### src/rtl/pedal_spi_pkg.sv
// Shared definitions for the pedal SPI link: frame geometry, channel codes
// and the target-side frame state encoding.
package pedal_spi_pkg;

  localparam int unsigned SPI_CMD_BITS   = 8;
  localparam int unsigned SPI_DATA_BITS  = 16;
  localparam int unsigned SPI_FRAME_BITS = 24;

  localparam logic [2:0] CH_ADC   = 3'd0;
  localparam logic [2:0] CH_TRIM1 = 3'd1;
  localparam logic [2:0] CH_TRIM2 = 3'd2;
  localparam logic [2:0] CH_TRIM3 = 3'd3;
  localparam logic [2:0] CH_TRIM4 = 3'd4;

  localparam int unsigned CMD_DAC_WR_BIT = 7;

  typedef enum logic [1:0] {
    IDLE,
    CMD,
    DATA,
    DONE
  } spi_state_e;

endpackage

### src/rtl/spi_codec_target_if.sv
// SPI pad bundle between the pedal SPI master and the codec target.
//   sclk, cs, mosi : master -> target (mode 0, cs active low, MSB first)
//   miso, miso_oeb : target -> master (miso_oeb = 1 tristates the pad)
interface spi_codec_target_if;
  logic sclk;
  logic cs;
  logic mosi;
  logic miso;
  logic miso_oeb;

  modport master (output sclk, output cs, output mosi, input miso, input miso_oeb);
  modport slave  (input sclk, input cs, input mosi, output miso, output miso_oeb);
endinterface

### src/rtl/spi_in_sync.sv
// Synchronizer plus edge detector for one asynchronous SPI input.
//   clk_i, rst_i : system clock, async active-high reset
//   d_i          : asynchronous input
//   rise_o/fall_o: one-cycle edge pulses, SYNC_STAGES+1 cycles after d_i moves
// Edges are suppressed until the chain holds only post-reset samples, so a
// level that differs from RST_VAL at reset release is not reported as an edge.
module spi_in_sync #(
  parameter int unsigned SYNC_STAGES = 2,
  parameter logic        RST_VAL     = 1'b0
) (
  input  logic clk_i,
  input  logic rst_i,
  input  logic d_i,
  output logic rise_o,
  output logic fall_o
);

  logic [SYNC_STAGES-1:0] sync_q;
  logic                   dly_q;
  logic [SYNC_STAGES:0]   prime_q;
  logic                   lvl;

  always_ff @(posedge clk_i or posedge rst_i) begin
    if (rst_i) begin
      sync_q  <= {SYNC_STAGES{RST_VAL}};
      dly_q   <= RST_VAL;
      prime_q <= '0;
    end else begin
      sync_q  <= {sync_q[SYNC_STAGES-2:0], d_i};
      dly_q   <= sync_q[SYNC_STAGES-1];
      prime_q <= {prime_q[SYNC_STAGES-1:0], 1'b1};
    end
  end

  assign lvl    = sync_q[SYNC_STAGES-1];
  assign rise_o = prime_q[SYNC_STAGES] &  lvl & ~dly_q;
  assign fall_o = prime_q[SYNC_STAGES] & ~lvl &  dly_q;

endmodule

### src/rtl/spi_codec_target.sv
// SPI target end of the pedal ADC/DAC link (loopback/test codec).
//   wb_clk_i, wb_rst_i : system clock (>= 8x sclk), async active-high reset
//   spi (slave)        : sclk/cs/mosi in, miso/miso_oeb out
//   adc_sample, trim1..trim4 : response sources, snapshotted at cs fall
//   dac_sample/dac_valid     : committed DAC word and its update pulse
//   cmd_o      : last fully received command byte
//   frame_err  : one-cycle pulse when cs rises before the frame completes
//   busy       : high while a frame is in progress
// Frame: 8-bit command (ID_BYTE returned) then 16-bit full-duplex data.
module spi_codec_target
  import pedal_spi_pkg::*;
#(
  parameter logic [7:0]  ID_BYTE     = 8'hA5,
  parameter int unsigned SYNC_STAGES = 2
) (
  input  logic                wb_clk_i,
  input  logic                wb_rst_i,
  spi_codec_target_if.slave   spi,
  input  logic [15:0]         adc_sample,
  input  logic [7:0]          trim1,
  input  logic [7:0]          trim2,
  input  logic [7:0]          trim3,
  input  logic [7:0]          trim4,
  output logic [15:0]         dac_sample,
  output logic                dac_valid,
  output logic [7:0]          cmd_o,
  output logic                frame_err,
  output logic                busy
);

  logic sclk_rise, sclk_fall, cs_rise, cs_fall;
  logic [SYNC_STAGES-1:0] mosi_sync_q;
  logic mosi_s;

  spi_in_sync #(.SYNC_STAGES(SYNC_STAGES), .RST_VAL(1'b0)) u_sclk_sync (
    .clk_i(wb_clk_i), .rst_i(wb_rst_i), .d_i(spi.sclk), .rise_o(sclk_rise), .fall_o(sclk_fall)
  );

  spi_in_sync #(.SYNC_STAGES(SYNC_STAGES), .RST_VAL(1'b1)) u_cs_sync (
    .clk_i(wb_clk_i), .rst_i(wb_rst_i), .d_i(spi.cs), .rise_o(cs_rise), .fall_o(cs_fall)
  );

  // mosi shares the sclk chain depth so it is sampled at the same age as the edge.
  always_ff @(posedge wb_clk_i or posedge wb_rst_i) begin
    if (wb_rst_i) mosi_sync_q <= '0;
    else          mosi_sync_q <= {mosi_sync_q[SYNC_STAGES-2:0], spi.mosi};
  end
  assign mosi_s = mosi_sync_q[SYNC_STAGES-1];

  spi_state_e       state_q, state_d;
  logic [4:0]       bitcnt_q, bitcnt_d;
  // The final command/data bit is taken straight from mosi, so the shifters
  // hold one bit less than the field they assemble.
  logic [SPI_CMD_BITS-2:0]  cmd_sr_q, cmd_sr_d;
  logic [SPI_DATA_BITS-2:0] data_sr_q, data_sr_d;
  // tx_sr holds the bits not yet driven; each sclk fall moves its MSB to miso.
  logic [15:0]      tx_sr_q, tx_sr_d;
  logic             miso_q, miso_d, oeb_q, oeb_d;
  logic [15:0]      snap_adc_q, snap_adc_d;
  logic [3:0][7:0]  snap_trim_q, snap_trim_d;
  logic [7:0]       cmd_q, cmd_d;
  logic [15:0]      dac_q, dac_d;
  logic             dac_vld_q, dac_vld_d, ferr_q, ferr_d;

  logic [7:0]       new_cmd;
  logic [15:0]      new_data, resp;

  assign new_cmd  = {cmd_sr_q, mosi_s};
  assign new_data = {data_sr_q, mosi_s};

  always_comb begin
    resp = '0;
    case (new_cmd[2:0])
      CH_ADC:   resp = snap_adc_q;
      CH_TRIM1: resp = {8'h00, snap_trim_q[0]};
      CH_TRIM2: resp = {8'h00, snap_trim_q[1]};
      CH_TRIM3: resp = {8'h00, snap_trim_q[2]};
      CH_TRIM4: resp = {8'h00, snap_trim_q[3]};
      default:  resp = '0;
    endcase
  end

  always_comb begin
    state_d     = state_q;
    bitcnt_d    = bitcnt_q;
    cmd_sr_d    = cmd_sr_q;
    data_sr_d   = data_sr_q;
    tx_sr_d     = tx_sr_q;
    miso_d      = miso_q;
    oeb_d       = oeb_q;
    snap_adc_d  = snap_adc_q;
    snap_trim_d = snap_trim_q;
    cmd_d       = cmd_q;
    dac_d       = dac_q;
    dac_vld_d   = 1'b0;
    ferr_d      = 1'b0;

    case (state_q)
      IDLE: begin
        oeb_d = 1'b1;
        if (cs_fall) begin
          snap_adc_d  = adc_sample;
          snap_trim_d = {trim4, trim3, trim2, trim1};
          tx_sr_d     = {ID_BYTE[6:0], 9'b0};
          miso_d      = ID_BYTE[7];
          oeb_d       = 1'b0;
          bitcnt_d    = '0;
          state_d     = CMD;
        end
      end

      CMD, DATA: begin
        // cs rise wins over any sclk edge seen in the same cycle.
        if (cs_rise) begin
          ferr_d  = 1'b1;
          miso_d  = 1'b0;
          oeb_d   = 1'b1;
          state_d = IDLE;
        end else if (sclk_fall) begin
          miso_d  = tx_sr_q[15];
          tx_sr_d = {tx_sr_q[14:0], 1'b0};
        end else if (sclk_rise) begin
          bitcnt_d = bitcnt_q + 5'd1;
          if (state_q == CMD) begin
            cmd_sr_d = new_cmd[6:0];
            if (bitcnt_q == 5'(SPI_CMD_BITS - 1)) begin
              cmd_d   = new_cmd;
              tx_sr_d = resp;
              state_d = DATA;
            end
          end else begin
            data_sr_d = new_data[14:0];
            if (bitcnt_q == 5'(SPI_FRAME_BITS - 1)) begin
              if (cmd_q[CMD_DAC_WR_BIT]) begin
                dac_d     = new_data;
                dac_vld_d = 1'b1;
              end
              miso_d  = 1'b0;
              state_d = DONE;
            end
          end
        end
      end

      DONE: begin
        miso_d = 1'b0;
        if (cs_rise) begin
          oeb_d   = 1'b1;
          state_d = IDLE;
        end
      end

      default: state_d = IDLE;
    endcase
  end

  always_ff @(posedge wb_clk_i or posedge wb_rst_i) begin
    if (wb_rst_i) begin
      state_q     <= IDLE;
      bitcnt_q    <= '0;
      cmd_sr_q    <= '0;
      data_sr_q   <= '0;
      tx_sr_q     <= '0;
      miso_q      <= 1'b0;
      oeb_q       <= 1'b1;
      snap_adc_q  <= '0;
      snap_trim_q <= '0;
      cmd_q       <= '0;
      dac_q       <= '0;
      dac_vld_q   <= 1'b0;
      ferr_q      <= 1'b0;
    end else begin
      state_q     <= state_d;
      bitcnt_q    <= bitcnt_d;
      cmd_sr_q    <= cmd_sr_d;
      data_sr_q   <= data_sr_d;
      tx_sr_q     <= tx_sr_d;
      miso_q      <= miso_d;
      oeb_q       <= oeb_d;
      snap_adc_q  <= snap_adc_d;
      snap_trim_q <= snap_trim_d;
      cmd_q       <= cmd_d;
      dac_q       <= dac_d;
      dac_vld_q   <= dac_vld_d;
      ferr_q      <= ferr_d;
    end
  end

  assign spi.miso     = miso_q;
  assign spi.miso_oeb = oeb_q;
  assign dac_sample   = dac_q;
  assign dac_valid    = dac_vld_q;
  assign cmd_o        = cmd_q;
  assign frame_err    = ferr_q;
  assign busy         = (state_q != IDLE);

endmodule

### src/flat_wrapper.sv
// flat-port wrapper written by rule: the top's interface ports become plain ports
module spi_codec_target_flat import pedal_spi_pkg::*;
#(
  parameter logic [7:0]  ID_BYTE     = 8'hA5,
  parameter int unsigned SYNC_STAGES = 2
)
  (wb_clk_i, wb_rst_i, adc_sample, trim1, trim2, trim3, trim4, dac_sample, dac_valid, cmd_o, frame_err, busy, spi_sclk, spi_cs, spi_mosi, spi_miso, spi_miso_oeb);
  spi_codec_target_if spi_i ();
  input  logic wb_clk_i;
  input  logic wb_rst_i;
  input  logic [15:0] adc_sample;
  input  logic [7:0] trim1;
  input  logic [7:0] trim2;
  input  logic [7:0] trim3;
  input  logic [7:0] trim4;
  output logic [15:0] dac_sample;
  output logic dac_valid;
  output logic [7:0] cmd_o;
  output logic frame_err;
  output logic busy;
  input wire logic [$bits(spi_i.sclk)-1:0] spi_sclk;
  input wire logic [$bits(spi_i.cs)-1:0] spi_cs;
  input wire logic [$bits(spi_i.mosi)-1:0] spi_mosi;
  output wire logic [$bits(spi_i.miso)-1:0] spi_miso;
  output wire logic [$bits(spi_i.miso_oeb)-1:0] spi_miso_oeb;
  assign spi_i.sclk = spi_sclk;
  assign spi_i.cs = spi_cs;
  assign spi_i.mosi = spi_mosi;
  assign spi_miso = spi_i.miso;
  assign spi_miso_oeb = spi_i.miso_oeb;
  spi_codec_target #(.ID_BYTE(ID_BYTE), .SYNC_STAGES(SYNC_STAGES)) u_core (.wb_clk_i(wb_clk_i), .wb_rst_i(wb_rst_i), .spi(spi_i), .adc_sample(adc_sample), .trim1(trim1), .trim2(trim2), .trim3(trim3), .trim4(trim4), .dac_sample(dac_sample), .dac_valid(dac_valid), .cmd_o(cmd_o), .frame_err(frame_err), .busy(busy));
endmodule
### config.mk
export PLATFORM = sky130hd
export DESIGN_NAME = spi_codec_target_flat
export DESIGN_NICKNAME = d
export VERILOG_FILES = /design/src/rtl/pedal_spi_pkg.sv /design/src/rtl/spi_codec_target_if.sv /design/src/rtl/spi_in_sync.sv /design/src/rtl/spi_codec_target.sv /design/src/flat_wrapper.sv
export SDC_FILE = /design/constraint.sdc
export NUM_CORES = 1
export LEC_CHECK = 0
export ABC_CLOCK_PERIOD_IN_PS = 13100
export CAP_MARGIN = 20
export CORE_MARGIN = 1
export CORE_UTILIZATION = 52
export CTS_BUF_LIST = sky130_fd_sc_hd__clkbuf_4
export DETAILED_ROUTE_END_ITERATION = 10
export HOLD_SLACK_MARGIN = 0.12
export PLACE_DENSITY = 0.77
export SYNTH_ARGS = -nofsm -noshare
export SYNTH_HDL_FRONTEND = slang
export SYNTH_SLANG_ARGS = --single-unit
### constraint.sdc
create_clock -name wb_clk_i -period 13.1 [get_ports wb_clk_i]
set_input_delay 3.93 -clock wb_clk_i [delete_from_list [all_inputs] [get_ports wb_clk_i]]
set_output_delay 3.93 -clock wb_clk_i [all_outputs]
set_load 0.03 [all_outputs]
After elaboration in Yosys (flattened, before gate mapping). Cells that the tools add are included.

Output and inout bits: 29. Register bits after elaboration: 135. Word-level logic and storage cells: 120. Input bits: 53.

Bitwise operators: 15. $add $sub $neg: 1. Mux-type cells: 41. Equality and inequality tests: 25. Reductions and logical operators: 15.

Operators by type and width (count): $mux 16 (6); $pmux 16 s5 (1); $pmux 16 s2 (1); $mux 5 (4); $reduce_and 6->1 (3); $mux 1 (17); $mux 2 (8); $reduce_and 5->1 (3); $ne 3x1->1 const B (4); $ne 4x1->1 const B (3); $pmux 5 s2 (1); $and 1x1->1 (8); $ne 2x1->1 const B (4); $not 1->1 (7); $reduce_and 7->1 (1); $eq 3x2->1 const B (2); $pmux 2 s3 (1); $add 5x1->5 const B (1); $eq 5x3->1 const B (1); $eq 5x5->1 const B (1); $eq 2x2->1 const B (2); $ne 2x2->1 const B (2); $ne 4x2->1 const B (1); $ne 4x3->1 const B (1); 13 further kinds (14).

Longest topological paths before layout.
Depth in word-level cells: 8. Mapped depth: 8. Mapped depth without buffers: 6.

Hierarchy. A second synthesis with hierarchy kept.

Cell total of the unflattened synthesis: 428. Area, all modules: 5789.3 µm².

By module, submodules not included: spi_codec_target (cells each 408, instances 1, sequential area each 3079.2 µm², area an instance 5435.2 µm²); spi_in_sync (u_core.u_cs_sync) (cells each 10, instances 1, sequential area each 153.9 µm², area an instance 178.9 µm²); spi_in_sync (u_core.u_sclk_sync) (cells each 10, instances 1, sequential area each 150.1 µm², area an instance 175.2 µm²).

Worst setup path after synthesis. Ideal clock, no wire load.

Path kind: reg-to-output. Start: reg u_core.state_q[0]. End: out busy. Path buffers: 0. Slack: 8.269 ns. Data required time: 9.170 ns. Arrival time: 0.901 ns. Stages on the path, launching flop included: 4. Path through: dfrtp_1 inv_1 ha_1 inv_1.

Longest elaborated chain between the ends: 1.

Ends and longest elaborated chain: from (decl) (RTL line spi_codec_target.sv:50) `spi_state_e state_q, state_d;`; from (signal assigned) (RTL line spi_codec_target.sv:173) `state_q <= state_d;`; $reduce_bool 2->1 (RTL line spi_codec_target.sv:195) `assign busy = (state_q != IDLE);`; to (decl) (RTL line flat_wrapper.sv:20) `output logic busy;`.

No other way between the ends.

Worst setup path after layout. Same ends and word-level chain as after synthesis.

==> out/qor.yml <==
htreeDepth: 4
drt-pass1-iter-count: 4
p_clk_frac: 0.226
instances_no_fill: 638
cellPowerDensity_mw_per_mm2: 181.0
dieWidth_um: 106.6
ys_async_sr_fraction: 1.000
cts_tree: "yes"
busiest_layer: "met2"
design.die.area_mm2: 0.01136
cp.depth: 4
tns_ns: 0
cp_slowest_cell: "clkdlybuf4s50_1"
antenna_cells: 0
crit_buf_inv: 3
wl_per_cell_um: 16.68
crit_top_cell: "inv_1"
grt_util_met1: 0.2811
drt_wl_total_um: 10650
design_area_mm2: 0.006883
yosys.cell_types.count: 50
sw_frac_of_total: 0.3217
syn-cell-area_mm2: 0.005687
max-clock-path-buffers: 2
cts-root-buf: "clkbuf_4"
grt_setup_unrepaired: "false"
place_congestion: 0.8336
synth_edf_count: 0
status: "complete, no violations"
cp-end-kind: "primary output"
min_path_cells: 0
max_cap_viol_count: 0
nets: 549
drc: 0
holdBufCountCts: 0
cts.sinks: 132
max_freq_mhz: 166.2
ys.flop_type: "dfrtp_1"
cts_buffers: 17
p_switching_mw: 0.4008
hold-worst-slack_ns: 0.3594
dp_hpwl_um: 7278
met2_usage: 0.3258
clock_latency_ns: 0.51
yosys_warnings: 0
relSlewSlack: 0.3174
syn_nets: 466
coreArea_mm2: 0.01046
rr_worst_depth: 6
seqPwrFrac: 0.485
synth_seq_cells: 132
grt_pass1_vias: 3692
vias_per_cell: 5.697
std_cell_rows: 37
postRouteAntennaNets: 0
synth_area_leaders: "dfrtp_1 56%, mux2_2 19%, mux2_4 2.4%, a22oi_1 2.2%, mux2i_1 1.9%"
tightestPinTransition_ns: 1.024
period_minus_slack_ns: 6.016
grt_max_degree: 77
worstPathMaxFanout: 5
avgSynthCellArea_um2: 14.01
die_y_um: 106.6
drt_iter0_drc: 151
p_leak_nw: 3.062
place_area_mm2: 0.006586
synthToLayoutAreaGrowth_pct: 21.03
groute.usage.overall: 0.2044
antenna_found_initial: 0
ir_drop_uv: 106.8
period_share: 0.4592
cp.arrival_ns: 2.09
gr-usage-met3: 0.03708
placed_cells: 606
grt-ovfl-total: 0
start_util: 0.5435
startpoint_type: "flip-flop"
pin_count: 82
finalSetupViolCount: 0
slew_viol_final: 0
cts.clk_slew.worst_paths_ns: 0.11
portBuffers: 81
max_stage_delay_ns: 0.67
seq_area_frac_synth: 0.5817
crit_chain: "inv_1 -> ha_1 -> inv_1 -> clkdlybuf4s50_1"
combPwrFrac: 0.289
holdCritPathClass: "flip-flop to flip-flop"
cts_resized: 0
yosysTopAreaCell: "dfrtp_1"
critPathRequiredTime_ns: 9.17
hold_viol: 0
synthCells: 406
synth_top_area_share: 0.5633
critPathTopFamily: "buffers and inverters"
p_int_mw: 0.8453
grt_pass1_wl_um: 18160
fin_worst_skew_ns: 0.01646
drive_gt1_frac: 0.2928
cts_setup_buffers: 0
critPathKind: "flip-flop to primary output"
dr_total_vias: 3635
per-stage QoR:
step / worst slack, ns / power (mW) / utilization
after detailed placement: 7.208 / 0.9695 / 0.6295
after floorplan: 5.651 / 0.8631 / -
after global routing: 6.996 / 1.321 / 0.6579
after CTS: 7.080 / 1.255 / 0.6579
final: 7.084 / 1.246 / 0.6579
after global placement: 7.248 / 0.9508 / 0.6295
flip-flops by register name, summed over array words and instances, names as in the netlist, 2 cells and up:
register	cells
u_core.tx_sr_q	16
u_core.data_sr_q	15
u_core.mosi_sync_q	2
u_core.u_sclk_sync.sync_q	2
u_core.state_q	2
u_core.cmd_o	8
u_core.snap_adc_q	16
u_core.u_cs_sync.sync_q	2
u_core.u_sclk_sync.prime_q	2
u_core.bitcnt_q	5
u_core.cmd_sr_q	7
u_core.dac_sample	16
u_core.snap_trim_q	32
worst register-to-register path, delay by kind of cell (launching register included):
kind                     cells  cell delay, ns
adder cells (fa/ha/maj)      1            0.53
flip-flops                   1            0.47
buffers and inverters        2            0.34
AND/OR/NAND/NOR              2            1.11
multiplexers                 1            0.39
per-layer routing:
metal / wire, um / vias up / part of all wire
li1: - / 1669 / -
met1: 4911 / 1845 / 0.46
met2: 5186 / 100 / 0.49
met3: 346 / 21 / 0.033
met4: 200 / 0 / 0.019
met5: 0 / - / 0
cell usage in the layout, fill, tap and decap left out, types with 5 or more instances in the layout:
master           netlist  final
a21oi_1                5      5
a22o_1                 6      6
a22oi_1               17     17
clkbuf_4               0     18
clkdlybuf4s50_1        0     81
dfrtp_1              128    128
ha_1                   7      7
inv_1                 10      9
mux2_2                94     94
mux2_4                 9      9
mux2i_1               11     11
nand2_1               13     13
nand3_1                5      5
nor2_1                 7      7
o21ai_0               11     11
o221ai_1               8      8
o2bb2ai_1              5      5
o31ai_1                5      5
logic make-up (layout without fill, tap and decap cells):
group | count (synthesis) | in the layout | share of synthesized area
DFF | 132 | 132 | 0.5817
muxes | 114 | 114 | 0.2293
AOI/OAI and AO/OA | 68 | 68 | 0.08691
and+or+nand+nor | 54 | 54 | 0.06073
buffers and inverters | 30 | 126 | 0.02530
adders and majority gates | 7 | 7 | 0.01540
other | 1 | 1 | 0.0006594
synth_stat cells (all sizes together) (2+ instances only):
cell and number:
dfrtp 128, mux2 103, a22oi 17, nand2 13, o21ai 12, buf 11
mux2i 11, inv 10, clkbuf 9, nor2 8, o221ai 8, ha 7
a22o 6, a21oi 5, nand3 5, o2bb2ai 5, o31ai 5, dfstp 4
nor2b 4, a211oi 3, and3b 3, nand3b 3, or4 3, nand2b 2
nor4 2, o22ai 2, or3 2
power by group through the flow:
stage          clock network [mW]  logic (mW)  registers, mW
4_1_cts                     0.289       0.362          0.604
2_1_floorplan                   0       0.284          0.579
3_5_place_dp                    0       0.359          0.611
5_1_grt                     0.307       0.394          0.620
6_report                    0.282       0.360          0.605
3_3_place_gp                    0       0.347          0.604
cell type report:
type	count	area, um^2
clock buffer	18	135.1
tap	136	170.2
timing repair buffer	84	833.3
clock inverter	14	161.4
inverter	10	40.04
multi-input combinational	244	2235
fill	801	3580
sequential	132	3308
worst paths after layout:
| path | to | slack (ns) | from |
|---|---|---|---|
| max | busy | 7.08 | u_core.state_q[0] |
| min | u_core.mosi_sync_q[1] | 0.36 | u_core.mosi_sync_q[0] |
| max reg2reg | u_core.dac_sample[13] | 10.15 | u_core.state_q[0] |
| min reg2reg | u_core.mosi_sync_q[1] | 0.36 | u_core.mosi_sync_q[0] |
| max in group asynchronous | u_core.snap_trim_q[17] | 7.85 | wb_rst_i |
| min in group asynchronous | u_core.data_sr_q[3] | 3.86 | wb_rst_i |
(Power assumes the default switching activity.)
